**src/rtl/tpsram_arb_pkg.sv**
```systemverilog
// Shared types and sizes for the TPSRAM_C0 two-requester arbiter.
// Requester 0 is the restart/IAP flag logic, requester 1 the application datapath.
package tpsram_arb_pkg;

   localparam int AW   = 6;
   localparam int DW   = 8;
   localparam int NREQ = 2;

   typedef logic req_id_t;

   typedef struct packed {
      logic          we;
      logic [AW-1:0] addr;
      logic [DW-1:0] wd;
   } cmd_t;

endpackage

```
**src/rtl/rr_arb2.sv**
```systemverilog
// Two-input round-robin arbiter. Ties go to the requester that did not win last;
// `last` only moves when a grant is actually issued (en high).
module rr_arb2
   import tpsram_arb_pkg::*;
(
   input  logic            clk,
   input  logic            rst_n,
   input  logic            en,
   input  logic [NREQ-1:0] req,
   output logic            any,
   output req_id_t         win,
   output logic [NREQ-1:0] gnt
);

   req_id_t last;

   // win is valid whenever any is high, independent of en, so the caller can
   // inspect the would-be winner before deciding to enable the grant.
   always_comb begin
      any = |req;
      win = (&req) ? ~last : req[1];
      gnt = '0;
      if (en && any) gnt[win] = 1'b1;
   end

   always_ff @(posedge clk or negedge rst_n) begin
      if (!rst_n)         last <= 1'b1;
      else if (en && any) last <= win;
   end

endmodule

```
**src/rtl/tpsram_arbiter.sv**
```systemverilog
// Shares the 64x8 two-port SRAM between two requesters with independent write and
// read arbitration, same-address read deferral and per-requester read return.
module tpsram_arbiter
   import tpsram_arb_pkg::*;
#(
   parameter int RD_LAT = 1
)(
   input  logic          CLK,
   input  logic          RESETn,
   input  logic          i_rq0_req,
   input  logic          i_rq0_we,
   input  logic [AW-1:0] i_rq0_addr,
   input  logic [DW-1:0] i_rq0_wd,
   input  logic          i_rq1_req,
   input  logic          i_rq1_we,
   input  logic [AW-1:0] i_rq1_addr,
   input  logic [DW-1:0] i_rq1_wd,
   output logic          o_rq0_gnt,
   output logic          o_rq1_gnt,
   output logic          o_rq0_rvalid,
   output logic          o_rq1_rvalid,
   output logic [DW-1:0] o_rq0_rd,
   output logic [DW-1:0] o_rq1_rd,
   output logic [AW-1:0] o_TPSRAM_WADDR_sv,
   output logic [AW-1:0] o_TPSRAM_RADDR_sv,
   output logic [DW-1:0] o_TPSRAM_WD,
   output logic          o_TPSRAM_WEN,
   output logic          o_TPSRAM_REN,
   input  logic [DW-1:0] i_TPSRAM_RD_sv
);

   cmd_t [NREQ-1:0] cmd;
   logic [NREQ-1:0] req, wr_cand, rd_cand, wr_gnt, rd_gnt;
   logic            wr_any, rd_any, hazard;
   req_id_t         wr_win, rd_win;

   assign req    = {i_rq1_req, i_rq0_req};
   assign cmd[0] = '{we: i_rq0_we, addr: i_rq0_addr, wd: i_rq0_wd};
   assign cmd[1] = '{we: i_rq1_we, addr: i_rq1_addr, wd: i_rq1_wd};

   for (genvar n = 0; n < NREQ; n++) begin : g_cand
      assign wr_cand[n] = req[n] &  cmd[n].we;
      assign rd_cand[n] = req[n] & ~cmd[n].we;
   end

   rr_arb2 u_wr_arb (
      .clk(CLK), .rst_n(RESETn), .en(1'b1),
      .req(wr_cand), .any(wr_any), .win(wr_win), .gnt(wr_gnt)
   );

   // A same-address read is held back one cycle so it observes the write.
   assign hazard = wr_any & rd_any & (cmd[wr_win].addr == cmd[rd_win].addr);

   rr_arb2 u_rd_arb (
      .clk(CLK), .rst_n(RESETn), .en(~hazard),
      .req(rd_cand), .any(rd_any), .win(rd_win), .gnt(rd_gnt)
   );

   // Grants are forced low while reset is held so requesters never see a
   // command accepted that the issue registers will drop.
   assign o_rq0_gnt = RESETn & (wr_gnt[0] | rd_gnt[0]);
   assign o_rq1_gnt = RESETn & (wr_gnt[1] | rd_gnt[1]);

   always_ff @(posedge CLK or negedge RESETn) begin
      if (!RESETn) begin
         o_TPSRAM_WEN      <= 1'b0;
         o_TPSRAM_REN      <= 1'b0;
         o_TPSRAM_WADDR_sv <= '0;
         o_TPSRAM_RADDR_sv <= '0;
         o_TPSRAM_WD       <= '0;
      end else begin
         o_TPSRAM_WEN <= |wr_gnt;
         o_TPSRAM_REN <= |rd_gnt;
         if (|wr_gnt) begin
            o_TPSRAM_WADDR_sv <= cmd[wr_win].addr;
            o_TPSRAM_WD       <= cmd[wr_win].wd;
         end
         if (|rd_gnt) o_TPSRAM_RADDR_sv <= cmd[rd_win].addr;
      end
   end

   // Stage 0 lines up with REN; stage RD_LAT lines up with valid SRAM data.
   logic [RD_LAT:0] vld_pipe;
   logic [RD_LAT:0] id_pipe;

   always_ff @(posedge CLK or negedge RESETn) begin
      if (!RESETn) begin
         vld_pipe <= '0;
         id_pipe  <= '0;
      end else begin
         vld_pipe <= {vld_pipe[RD_LAT-1:0], |rd_gnt};
         id_pipe  <= {id_pipe[RD_LAT-1:0], rd_win};
      end
   end

   assign o_rq0_rvalid = vld_pipe[RD_LAT] & ~id_pipe[RD_LAT];
   assign o_rq1_rvalid = vld_pipe[RD_LAT] &  id_pipe[RD_LAT];
   assign o_rq0_rd     = i_TPSRAM_RD_sv;
   assign o_rq1_rd     = i_TPSRAM_RD_sv;

endmodule

```
**config.mk**
```make
export PLATFORM = sky130hd
export DESIGN_NAME = tpsram_arbiter
export DESIGN_NICKNAME = d
export VERILOG_FILES = /design/src/rtl/tpsram_arb_pkg.sv /design/src/rtl/rr_arb2.sv /design/src/rtl/tpsram_arbiter.sv
export SDC_FILE = /design/constraint.sdc
export NUM_CORES = 1
export LEC_CHECK = 0
export ABC_AREA = 1
export CAP_MARGIN = 20
export CORE_MARGIN = 1
export CORE_UTILIZATION = 43
export DETAILED_ROUTE_END_ITERATION = 16
export PLACE_DENSITY = 0.85
export SKIP_CTS_REPAIR_TIMING = 1
export SYNTH_ARGS = -nofsm -noshare
export SYNTH_HDL_FRONTEND = slang
export SYNTH_SLANG_ARGS = --single-unit
```
**constraint.sdc**
```tcl
create_clock -name CLK -period 5.1 [get_ports CLK]
set_clock_uncertainty 0.05 [all_clocks]
set_input_delay 1.53 -clock CLK [delete_from_list [all_inputs] [get_ports CLK]]
set_output_delay 1.53 -clock CLK [all_outputs]
set_load 0.01 [all_outputs]
```
# == After elaboration in Yosys (flattened, before gate mapping) ==
# Cells that the tools add are included.
# classes
n_addsub,0
reduce_logical,9
n_eq_ne,1
div_mod_pow,0
bitwise_logic,18
shifts,0
multipliers,0
n_lt_le_gt_ge,4
mux,12
# ops
cell,count
$mux 14,4
$and 1x1->1,10
$reduce_or 2->1,4
$eq 6x6->1,1
$not 1->1,6
$lt 1x2->1 const B,2
$mux 1,4
$mux 2,2
$reduce_and 2->1,2
$logic_and 1x1->1,3
$demux 1 s1,2
$ge 1x1->1 const B,2
$or 1x1->1,2
# totals
reg_bits,28
n_memories,0
mem_bits_ro,0
inputBits,42
latchBits,0
ramBits,0
output_inout_bits,42

# == Logic depth before layout (Yosys ltp) ==
# Gate-level depths: netlist of run 1.
# depth
depth_word,13
depth_mapped,14
mapped_depth_nobuf,13

# == By module ==
# Synthesis of run 1 repeated with hierarchy kept, for this count alone.
# unflattened
hier_cells,243
area_unflattened_um2,1667.8
# by_module_without_submodules
mod,n_inst,area_each_um2,cells_each
tpsram_arbiter,1,1517.7,221
rr_arb2,2,75.1,11

# == Worst setup path after synthesis of run 1 ==
# OpenSTA, ideal clock, no wires.
# synth_timing
path_kind,input -> output
startpoint,in i_rq0_we
endpoint,out o_rq1_gnt
required_time_ps,3520
path_stages,12
t_arrival_ps,2664
setup_slack_ps,856
path_cell_list,inv_1 -> nand3_2 -> nand2_4 -> buf_6 -> nand2_1 -> nand2_1 -> nand2_1 -> nand3_1 -> nor2_2 -> nand3_2 -> nand3_1 -> a21oi_1
# synth_between
elab_chain_cells,13
elab_cells_between_ends,32
classes_between,order compare: 4; eq/ne: 1; mux: 12; bitwise: 8; reduce/logical: 7
# synth_lines
element,line,text
from (decl),tpsram_arbiter.sv:11,"input logic i_rq0_we,"
$not 1->1,tpsram_arbiter.sv:43,assign rd_cand[n] = req[n] & ~cmd[n].we;
$and 1x1->1,tpsram_arbiter.sv:43,
$reduce_and 2->1,rr_arb2.sv:21,win = (&req) ? ~last : req[1];
$mux 1,rr_arb2.sv:21,
$mux 14 (not written as such) (2 in series),tpsram_arbiter.sv:52,assign hazard = wr_any & rd_any & (cmd[wr_win].addr == cmd[rd_win].addr);
$eq 6x6->1,tpsram_arbiter.sv:52,
$and 1x1->1,tpsram_arbiter.sv:52,
$not 1->1,tpsram_arbiter.sv:55,".clk(CLK), .rst_n(RESETn), .en(~hazard),"
$logic_and 1x1->1,rr_arb2.sv:23,if (en && any) gnt[win] = 1'b1;
$mux 2,rr_arb2.sv:23,
$or 1x1->1 (*),tpsram_arbiter.sv:62,assign o_rq1_gnt = RESETn & (wr_gnt[1] | rd_gnt[1]);
$and 1x1->1 (*),tpsram_arbiter.sv:62,
to (decl),tpsram_arbiter.sv:19,"output logic o_rq1_gnt,"
# Every way passes the cells marked *; elsewhere a longest branch is shown, timed or not. The select of a mux whose other input is x is not followed.

# == Worst setup path in the final report of run 1 ==
# layout_timing
startpoint,in i_rq0_req
endpoint,out o_rq1_gnt
# layout_between
elab_chain_cells,12
elab_cells_between_ends,31
classes_between,order compare: 4; eq/ne: 1; mux: 12; bitwise: 7; reduce/logical: 7
# layout_lines
element,line,text
from (decl),tpsram_arbiter.sv:10,"input logic i_rq0_req,"
"$and 1x1->1, on equally long branches","tpsram_arbiter.sv:42, tpsram_arbiter.sv:43",
$reduce_and 2->1,rr_arb2.sv:21,
$mux 1,rr_arb2.sv:21,
"$mux 14, on equally long branches (2 in series)",--,
$eq 6x6->1,tpsram_arbiter.sv:52,
$and 1x1->1,tpsram_arbiter.sv:52,
$not 1->1,tpsram_arbiter.sv:55,
$logic_and 1x1->1,rr_arb2.sv:23,
$mux 2,rr_arb2.sv:23,
$or 1x1->1 (*),tpsram_arbiter.sv:62,
$and 1x1->1 (*),tpsram_arbiter.sv:62,
# Marked as above.

==> results.json, run 1 <==
{
  "synth_seq_cells": 27,
  "power.density_mw_per_mm2": 249.0,
  "drt_wl_total_mm": 3.726,
  "grt_pass1_vias": 1363,
  "grt_util_all_layers_pct": 19.02,
  "critical_path.max_fanout": 13,
  "cts_tree": "yes",
  "synth_cells": 228,
  "drt-pass1-iter-count": 5,
  "cpMaxStageDelayCell": "clkdlybuf4s50_1",
  "wire_per_inst_um": 11.06,
  "clock_path_buffers": 2,
  "ir_drop_v": 0.0001242,
  "core.rowCount": 22,
  "p_sw_share_pct": 29.79,
  "power.share.combinational_pct": 35.3,
  "hold_path.class": "reg -> reg",
  "cpLargestDelayFamily": "simple AND/OR/NAND/NOR gates",
  "multi_input_area_um2": 721.9,
  "drv_slew": 0,
  "crit_arrival_ns": 3.33,
  "startpoint_type": "primary input",
  "drtIter0Drc": 86,
  "clkPwrFrac_pct": 20.0,
  "worstPathRequired_ns": 3.52,
  "synth_warnings": 0,
  "grt_pass1_wl_mm": 6.134,
  "clock-sinks": 27,
  "initial_core_util_pct": 45.32,
  "area_delta_synth_final_pct": 41.32,
  "hold_viol_final": 0,
  "numCtsBuffers": 3,
  "sequentialPowerShare_pct": 44.6,
  "ant_nets": 0,
  "end_kind": "primary output",
  "crit_chain": "clkdlybuf4s50_1, nand3_2, nand2_4, nand2_1, nand2_1, inv_1, nand2_1, nand2_1, nor2_1, nand3_2, nand3_1, a21oi_1, dlymetal6s2s_1",
  "leakage_nw": 1.222,
  "antennaDiodeCount": 0,
  "die_x_um": 64.35,
  "htree_num_levels": 1,
  "die_area_mm2": 0.004141,
  "synth_seq_area_share_pct": 40.57,
  "grt_antenna_before_repair": 0,
  "avgViaCountPerCell": 4.668,
  "internal_power_mw": 0.4130,
  "worst_pin_slew_ns": 0.5595,
  "syn-num-nets": 270,
  "crit_type": "in -> out",
  "max_slew_margin_pct": 62.66,
  "dp_hpwl_mm": 3.021,
  "layout_common_cells": "nand2_1, clkdlybuf4s50_1, nand3_1",
  "final_common_cell": "nand2_1",
  "cp_common_cell": "nand2_1",
  "fin_util_pct": 64.04,
  "setup_viol": 0,
  "timing.max_cap.violations": 0,
  "nNetsFinal": 332,
  "synth_area_per_cell_um2": 7.332,
  "status": "finished clean",
  "fmax_mhz": 203.7,
  "regArea_um2": 678.2,
  "period_share_pct": 96.28,
  "dieHeight_um": 64.35,
  "cts.clk_slew.worst_paths_ns": 0.09,
  "cts_root_buf": "clkbuf_8",
  "grt_setup_unrepaired": "no",
  "fill_cells": 334,
  "max_stage_delay_ns": 0.53,
  "synth_area_mm2": 0.001672,
  "overflow": 0,
  "crit_buf_inv": 3,
  "portBuffers": 59,
  "vias": 1573,
  "drcViolationCount": 0,
  "finalCriticalPeriod_ns": 4.910,
  "core_mm2": 0.003689,
  "clock_latency_ns": 0.27,
  "ios": 84,
  "grt_max_degree": 28,
  "fin_setup_tns_ns": 0,
  "p_switching_mw": 0.1752,
  "place_congestion": 0.9029,
  "synthDistinctLibCells": 20,
  "drive_gt1_share_pct": 17.30
}
-- sequential cells by signal, indices dropped and copies added (netlist names) --
| signal | flops |
|---|---|
| o_TPSRAM_RADDR_sv | 6 |
| u_wr_arb.last | 1 |
| o_TPSRAM_REN | 1 |
| vld_pipe | 1 |
| o_TPSRAM_WEN | 1 |
| o_TPSRAM_WADDR_sv | 6 |
| id_pipe | 2 |
| o_TPSRAM_WD | 8 |
| u_rd_arb.last | 1 |
-- power groups by stage --
| stage | clock network (mW) | logic (mW) | registers (mW) |
|---|---|---|---|
| 2_1_floorplan | 0 | 0.0930 | 0.277 |
| 3_3_place_gp | 0 | 0.205 | 0.265 |
| 3_5_place_dp | 0 | 0.209 | 0.267 |
| 4_1_cts | 0.121 | 0.210 | 0.263 |
| 5_1_grt | 0.132 | 0.227 | 0.266 |
| 6_report | 0.118 | 0.208 | 0.263 |
-- area by class of cell --
type                       count  area share, %
clock inverter                 1         0.2119
timing repair buffer          80          31.89
sequential                    27          28.71
clock buffer                   3          1.748
multi-input combinational    151          30.56
tap                           48          2.542
inverter                      27          4.343
-- worst paths after layout --
kind,from,endpoint,slack (ns),cells past startpoint
max,i_rq0_req,o_rq1_gnt,0.19,13
min,id_pipe[0],id_pipe[1],0.34,0
max reg2reg,u_rd_arb.last,o_TPSRAM_RADDR_sv[0],3.01,12
min reg2reg,id_pipe[0],id_pipe[1],0.34,0
max in group asynchronous,RESETn,u_wr_arb.last,3.06,2
min in group asynchronous,RESETn,o_TPSRAM_WADDR_sv[3],1.65,2
-- stage by stage --
stage	total power, mW	setup WS, ns	cells	hold slack [ns]	area (um^2)
floorplan	0.3703	0.8558	228	0.2812	1672
finish	0.5882	0.1896	337	0.3365	2362
global route	0.6245	0.07195	337	0.3618	2362
global placement	0.4704	-0.1094	333	0.2877	2311
CTS	0.5942	-0.1708	337	0.3454	2357
detailed placement	0.4763	-0.1510	333	0.3187	2311
-- cells by family (layout without fill, tap and decap cells) --
| family | count (synthesis) | count (layout) | synth area share (%) |
|---|---|---|---|
| simple gates | 127 | 127 | 34.66 |
| buf+inv | 50 | 111 | 16.24 |
| flops | 27 | 27 | 40.57 |
| compound gates | 24 | 24 | 8.533 |
-- cells in the mapped netlist, drive strengths merged --
cell / instances / area [um^2]
dfrtp: 25 / 625.6
nand2: 88 / 365.3
a21oi: 2 / 10.01
inv: 26 / 97.59
clkinv: 1 / 5.000
o21ai: 22 / 132.6
clkbuf: 4 / 15.01
nand3: 34 / 185.2
buf: 19 / 153.9
dfstp: 2 / 52.55
nor2: 5 / 28.78
-- per-layer routing --
metal	vias to the layer above	global-route usage (%)	wire length, um
met5	-	0	0
met4	0	7.222	55
met3	6	3.571	182
met2	49	32.50	1849
met1	698	23.52	1639
li1	820	-	-
Note: power is estimated with default switching activity, not from simulation.
==> run 2: changes to the inputs <==
- CORE_UTILIZATION: 43 -> 36
- PLACE_DENSITY: 0.85 -> 0.76
- clock period: 5.1 -> 3.94 ns (I/O delays scaled with it)
==> run 2 against run 1 <==
Die area rose by 19%. Register-to-register slack got worse by 1.1 ns. Final cell count rose by 2.4%.
==> results.json, run 2 (synthesis results as in run 1) <==
{
  "status": "finished clean",
  "final_common_cell": "nand2_1",
  "dpl-instance-area_mm2": 0.002331,
  "drv_slew": 0,
  "power.total_mw": 0.7733,
  "dieHeight_um": 70.14,
  "cp_common_cell": "nand2_1",
  "htree_num_levels": 1,
  "dp_hpwl_mm": 2.979,
  "grt_antenna_before_repair": 0,
  "reg2reg_depth": 11,
  "multi_input_area_um2": 774.5,
  "end_kind": "primary output",
  "pre_cts_slack_ns": -0.6658,
  "leakage_nw": 1.229,
  "finalCriticalPeriod_ns": 3.850,
  "r2r_start": "u_rd_arb.last",
  "grt_max_degree": 28,
  "fill_cells": 404,
  "max_slew_margin_pct": 62.09,
  "core_mm2": 0.004414,
  "portBuffers": 59,
  "grt_pass1_vias": 1428,
  "cpLargestDelayFamily": "buffers and inverters",
  "hold_depth": 0,
  "place_inst": 339,
  "clock_latency_ns": 0.27,
  "largest-register": "o_TPSRAM_WD",
  "ios": 84,
  "layout_common_cells": "nand2_1, clkdlybuf4s50_1, nand3_1",
  "clock_path_buffers": 2,
  "cts_root_buf": "clkbuf_8",
  "hold_ws_ns": 0.3037,
  "cpMaxStageDelayCell": "clkdlybuf4s50_1",
  "die_area_mm2": 0.004920,
  "cts_tree": "yes",
  "worstPathRequired_ns": 2.71,
  "drive_gt1_share_pct": 22.18,
  "hold_viol_final": 0,
  "regArea_um2": 678.2,
  "cts.clk_slew.worst_paths_ns": 0.09,
  "numCtsBuffers": 3,
  "area_delta_synth_final_pct": 44.98,
  "layoutNonFillerInstCount": 345,
  "place_congestion": 0.8762,
  "largest_register_ffs": 8,
  "power.density_mw_per_mm2": 319.1,
  "reg2reg_slack_ns": 1.91,
  "vias": 1577,
  "initial_core_util_pct": 37.87,
  "avgViaCountPerCell": 4.571,
  "final_area_mm2": 0.002424,
  "fmax_mhz": 259.7,
  "period_share_pct": 97.72,
  "grt_pass1_wl_mm": 6.272,
  "drcViolationCount": 0,
  "holdPathEnd": "id_pipe[1]",
  "clock-sinks": 27,
  "hold_start": "id_pipe[0]",
  "wire_per_inst_um": 11.64,
  "nNetsFinal": 336,
  "crit_type": "in -> out",
  "fin_setup_tns_ns": 0,
  "fin_util_pct": 54.90,
  "die_x_um": 70.14,
  "crit_buf_inv": 4,
  "ant_nets": 0,
  "timing.max_cap.violations": 0,
  "drtIter0Drc": 81,
  "top_regs": "o_TPSRAM_WD x8, o_TPSRAM_RADDR_sv x6, o_TPSRAM_WADDR_sv x6",
  "worst_pin_slew_ns": 0.5680,
  "r2r_end": "o_TPSRAM_RADDR_sv[2]",
  "ir_drop_v": 0.0001351,
  "crit_chain": "clkdlybuf4s50_1, inv_1, nand3_1, nand2_1, inv_1, nand2_1, nand2_1, nor2_2, nand3_2, nand3_1, a21oi_1, clkbuf_2",
  "drt_wl_total_mm": 4.017,
  "grt_util_all_layers_pct": 15.89,
  "hold_path.class": "reg -> reg",
  "overflow": 0,
  "setup_viol": 0,
  "critical_path.max_fanout": 3,
  "antennaDiodeCount": 0,
  "startpoint_type": "primary input",
  "core.rowCount": 24,
  "drt-pass1-iter-count": 4,
  "final.setup.worst_slack_ns": 0.08988,
  "max_stage_delay_ns": 0.47,
  "crit_arrival_ns": 2.62
}
run 2: cell count changes in the layout (fill, tap and decap cells not counted), sizes merged:
cell and change:
clkbuf +4, clkinv -1, buf +4, clkdlybuf4s50 -4, nand2 +1, dlymetal6s2s -1, inv +1
run 2: power by group:
| part | switching, mW | total, mW | internal, mW |
|---|---|---|---|
| sequential | 0.0220 | 0.340 | 0.318 |
| clock | 0.0829 | 0.154 | 0.0708 |
| combinational | 0.131 | 0.280 | 0.149 |
| total | 0.235 | 0.773 | 0.538 |
run 2: cell type report:
| type | instances | area share, % |
|---|---|---|
| inverters | 27 | 4.285 |
| clock buffers | 3 | 1.704 |
| multi-input cells | 152 | 31.96 |
| flip-flops and latches | 27 | 27.98 |
| repair buffers | 83 | 31.18 |
| clock inverters | 1 | 0.2065 |
| well taps | 52 | 2.685 |
run 2: routing by layer:
layer / vias up / global-route usage (%) / wire, um
met5: - / 0 / 0
met4: 0 / 7.778 / 55
met3: 4 / 2.309 / 162
met2: 43 / 26.18 / 2037
met1: 705 / 20.37 / 1762
li1: 825 / - / -
run 2: worst max path at each step:
stage / start / end / slack (ns) / cells past startpoint
after floorplan: i_rq0_we / o_rq1_gnt / 0.39 / 12
after global placement: i_rq1_we / o_rq1_gnt / -0.62 / 12
after detailed placement: i_rq1_we / o_rq1_gnt / -0.67 / 12
after CTS: i_rq1_we / o_rq1_gnt / -0.68 / 12
after global routing: i_rq0_addr[3] / o_rq1_gnt / -0.03 / 11
final: i_rq1_addr[4] / o_rq0_gnt / 0.09 / 12
